### src/rtl/encoder_4to2_dut.sv
// encoder_4to2_dut
//   Registered 4-to-2 encoder for one-hot request vectors. The index is built
//   from plain OR equations, so a multi-hot input yields the bitwise OR of the
//   indices of all set lines rather than a prioritized pick. Two side flags
//   travel with the index: valid (any line set) and err (two or more lines set).
//   Everything is registered: one cycle of latency, sampled every cycle.
//
// Ports
//   clk    in   1  rising-edge clock
//   rst_n  in   1  asynchronous active-low reset, clears all outputs
//   i      in   4  request vector, i[0] is the lowest-index line
//   y      out  2  registered encoded index
//   valid  out  1  registered: at least one line was set
//   err    out  1  registered: more than one line was set
module encoder_4to2_dut (
    input  logic       clk,
    input  logic       rst_n,
    input  logic [3:0] i,
    output logic [1:0] y,
    output logic       valid,
    output logic       err
);

    typedef struct packed {
        logic [1:0] y;
        logic       valid;
        logic       err;
    } enc_rsp_t;

    enc_rsp_t rsp_d;
    enc_rsp_t rsp_q;

    always_comb begin
        rsp_d       = '0;
        // Each output bit is set by the lines whose index has that bit set.
        rsp_d.y[0]  = i[1] | i[3];
        rsp_d.y[1]  = i[2] | i[3];
        rsp_d.valid = |i;
        // Two or more lines set <=> some pair of lines is set together.
        rsp_d.err   = (i[0] & i[1]) | (i[0] & i[2]) | (i[0] & i[3]) |
                      (i[1] & i[2]) | (i[1] & i[3]) | (i[2] & i[3]);
    end

    always_ff @(posedge clk or negedge rst_n) begin
        if (!rst_n) begin
            rsp_q <= '0;
        end else begin
            rsp_q <= rsp_d;
        end
    end

    assign y     = rsp_q.y;
    assign valid = rsp_q.valid;
    assign err   = rsp_q.err;

endmodule

### config.mk
export PLATFORM = sky130hd
export DESIGN_NAME = encoder_4to2_dut
export DESIGN_NICKNAME = d
export VERILOG_FILES = /design/src/rtl/encoder_4to2_dut.sv
export SDC_FILE = /design/constraint.sdc
export NUM_CORES = 1
export LEC_CHECK = 0
export ABC_CLOCK_PERIOD_IN_PS = 800
export CAP_MARGIN = 20
export CORE_AREA = 5 5 42 44
export CTS_CLUSTER_SIZE = 24
export DETAILED_ROUTE_END_ITERATION = 8
export DIE_AREA = 0 0 47 49
export GPL_TIMING_DRIVEN = 0
export PLACE_DENSITY = 0.38
export SETUP_SLACK_MARGIN = 0.5
export SYNTH_ARGS = -nofsm -noshare
export SYNTH_HDL_FRONTEND = slang
export SYNTH_SLANG_ARGS = --single-unit
### constraint.sdc
create_clock -name clk -period 0.8 [get_ports clk]
set_input_delay 0.12 -clock clk [delete_from_list [all_inputs] [get_ports clk]]
set_output_delay 0.12 -clock clk [all_outputs]
set_load 0.01 [all_outputs]
Word-level counts from Yosys, hierarchy flattened
Cells that the tools add are included.
W data, S select, Z words.
{ "word_totals": {"latchBits": 0, "word_cells": 17, "out_inout_bits": 4, "register_bits": 4, "mem_count": 0, "mem_bits_rw": 0, "mem_bits_ro": 0, "input_bits": 6} }
{ "op_classes": {"add_sub_neg": 0, "eq_ne": 0, "reduce_logical": 1, "div_mod_pow": 0, "n_mux": 0, "bitwise": 13, "magnitude_cmp": 0, "multipliers": 0, "n_shift": 0} }
{ "ops": {"columns": ["op", "count"], "rows": [
  ["$or A1 B1 Y1", 7],
  ["$and A1 B1 Y1", 6],
  ["$reduce_or A4 Y1", 1]
]} }

Longest topological paths before layout
Gate-level depths: netlist of run 1.
{ "logic_depth": {"word_depth": 6, "ltp_mapped": 2, "depth_no_buf": 2} }

Least setup slack after synthesis of run 1
No wires, ideal clock.
{ "synth_path": {"path_type": "input to register", "startpoint": "input port i[2]", "endpoint": "register rsp_q, in the netlist valid", "setup_slack_ns": 0.046, "required_time_ns": 0.668, "stages": 2, "t_arrival_ns": 0.622, "cell_sequence": "or2_1 -> or3_1"} }
{ "synth_rtl": {"columns": ["element", "line_no", "source"], "rows": [
  ["from (decl)", "18", "input logic [3:0] i,"],
  ["to (signal assigned)", "48", "rsp_q <= rsp_d;"],
  ["to (decl)", "31", "enc_rsp_t rsp_q;"]
]} }

Final worst setup path of run 1
{ "layout_path": {"startpoint": "register rsp_q, in the netlist y[0]", "endpoint": "output port y[0]"} }
{ "layout_rtl": {"columns": ["element", "line_no", "source"], "rows": [
  ["to (decl)", "19", "output logic [1:0] y,"]
]} }
No word-level cell between the ends.

==> key figures, run 1 <==
Run status
  – Status: complete, but fails checks
  – Failing checks: negative hold slack, negative setup slack

Route
  – Per-cell routed wire length: 8.95 µm
  – Final WL: 367 µm
  – Via count: 128
  – DR pass1 iterations: 1
  – Vias/cell: 3.12
  – Remaining DRCs: 0
  – Initial drt markers: 0
  – DRT antenna net count: 0

STA
  – Setup Viol. Count Final: 4
  – Unrepaired setup endpoints after global routing: true
  – Slew @ Worst Pin: 180 ps
  – Final Critical Period: 835 ps
  – Fmax: 1200 MHz
  – Fin. Hold Viols: 4
  – Period utilization: 104%
  – Setup ws final: -35.4 ps
  – Min Hold Slack: -298 ps
  – Setup TNS: -125 ps
  – Max_slew headroom: 88.0%
  – Max Slew Vio Count: 0

Critical path
  – WP data required: 680 ps
  – CP Capture Point: y[0]
  – CP Class: flip-flop to output port
  – CP endpoint kind: output port
  – Instance count on the critical path: 1
  – Crit path launch: y[0]$_DFF_PN0_
  – CP Max Fanout: 1
  – CP top delay family: flip-flops
  – Startpoint types: flip-flop
  – Crit-path cells: buf_2
  – Critical path buffers and inverters: 1
  – Crit path DAT: 720 ps
  – Worst path slowest cell: dfrtp_1
  – Worst path max stage delay: 350 ps

Synthesis
  – Cells after Synth: 10
  – Synthesis Warnings: 0
  – Synth top area cells: dfrtp_1 73%, a211oi_1 11%, or2_1 9.1%
  – Number of synthesized register bits: 4
  – Syn Area/Cell: 13.8 µm²
  – Register area share after synthesis: 72.7%
  – Largest area contributor in the netlist: dfrtp_1
  – Synthesized area: 138 µm²
  – Top cell type's share of synthesized area: 72.7%
  – Post-synth net total: 16
  – Yosys cell types: 5

Final layout
  – Antenna diode count: 0
  – Area Growth Syn to Fin: 138%
  – Fin nets: 33
  – Most frequent cells in the layout: 6 x buf_6, 4 x dfrtp_1, 3 x clkbuf_4, 3 x buf_8
  – Final core utilization: 23.4%
  – Most common cell after layout, fill and taps aside: buf_6
  – Final std cells w/o fill: 41
  – Share of layout cells above drive strength 1: 64.0%

CTS
  – Clk Tree Root Cell: clkbuf_4
  – Worst-path clk slew: 40 ps
  – Clock Tree Buf Depth: 2
  – CTS Hold Bufs: 0
  – CTS Buf Count: 3
  – CTS HTree Levels: 1
  – CTS sink count: 4
  – CTS tree: done

Floorplanning
  – Die Wd: 47 µm
  – Initial Util: 9.82%
  – DIE HEIGHT: 49 µm
  – Core Box Area: 1400 µm²
  – Die Footprint: 2300 µm²
  – Io pins: 10
  – Core Rows: 14

Power and ir drop
  – Power density cells: 1710 nW/µm²
  – Worst IR Drop VDD: 0.339 mV
  – Leak pwr: 0.143 nW

Run
  – Max Cap Violations: 0

Global route
  – Largest net degree at the start of global routing: 5
  – Gr usage total: 4.31%
  – Vias in the first global route: 161
  – Antenna violations before repair: 0
  – First-pass GRT wire length: 579 µm
  – GR Overflow Total: 0

Placement
  – Input/output buffers: 9
  – Routability cong.: 0.702
  – # placed instances: 35
  – Post-DP HPWL: 234 µm

Hold path
  – Path category of the worst min-delay check: input port to async pin
==> cells in the mapped netlist <==
master	instances
or2_1	2
nor2_1	1
or3_1	1
a211oi_1	2
dfrtp_1	4
==> per-stage QoR <==
step | instance area, µm² | setup slack, ps | power (W) | hold WS (ps)
6_report | 328 | -35.4 | 0.000559 | -298
5_1_grt | 328 | -62.2 | 0.000590 | -278
4_1_cts | 292 | -53.2 | 0.000559 | 79.1
3_5_place_dp | 258 | -474 | 0.000295 | 329
3_3_place_gp | 258 | -464 | 0.000294 | 326
2_1_floorplan | 148 | 46.0 | 0.000236 | -176
==> how the worst min path moves through the flow <==
stage / from / endpoint / slack [ps] / depth (start not counted)
after floorplan: rst_n / err$_DFF_PN0_ / -180 / 0
after global placement: rst_n / y[0]$_DFF_PN0_ / 330 / 1
after detailed placement: rst_n / valid$_DFF_PN0_ / 330 / 1
after CTS: rst_n / y[1]$_DFF_PN0_ / 80 / 1
after global routing: rst_n / valid$_DFF_PN0_ / -280 / 1
final: rst_n / y[1]$_DFF_PN0_ / -300 / 1
==> metal layers <==
metal / global-route usage (%) / up-vias / share of wire [%]
met5: 0 / - / 0
li1: - / 65 / -
met4: 6.91 / 0 / 4.6
met3: 4.06 / 2 / 21
met2: 3.85 / 12 / 37
met1: 4.01 / 49 / 37
==> cell type report <==
cell class | count | area [µm²]
Fill cell | 167 | 1070
Clock buffer | 3 | 22.5
Multi-Input combinational cell | 6 | 47.5
Timing Repair Buffer | 12 | 138
Sequential cell | 4 | 100
Tap cell | 16 | 20.0
==> logic make-up after synthesis <==
| kind of cell | synth area share [%] |
|---|---|
| and+or+nand+nor | 16.4 |
| DFF | 72.7 |
| AOI/OAI and AO/OA | 10.9 |
==> what timing repair did <==
item | CTS | global route
buffers inserted | 2 | 1
resized for setup | 43 | 6
hold endpoints to repair | 0 | 4
endpoints found under the setup margin | 8 | 12
gates cloned | 0 | 0
pin swaps | 5 | 3
==> flip-flops by register name, indices dropped and copies added (netlist names) <==
| name | cells |
|---|---|
| err | 1 |
| valid | 1 |
| y | 2 |
==> where the power goes <==
part	total, W	switching [W]	leakage, nW	internal [W]
Clock	0.000244	0.0000762	0.0138	0.000167
Sequential	0.000218	0.00000396	0.0405	0.000214
Combinational	0.0000975	0.0000326	0.0888	0.0000649
Note: power is estimated with default switching activity, not from simulation.
==> run 2: changes to the inputs <==
--- a/config.mk
+++ b/config.mk
@@ -6,8 +6,8 @@
 export NUM_CORES = 1
 export LEC_CHECK = 0
 export ABC_CLOCK_PERIOD_IN_PS = 800
-export CAP_MARGIN = 20
 export CORE_AREA = 5 5 42 44
+export CTS_CLUSTER_DIAMETER = 30
 export CTS_CLUSTER_SIZE = 24
 export DETAILED_ROUTE_END_ITERATION = 8
 export DIE_AREA = 0 0 47 49
==> results of run 2 <==
No change in the layout: final DEF, timing and power equal those of run 1.
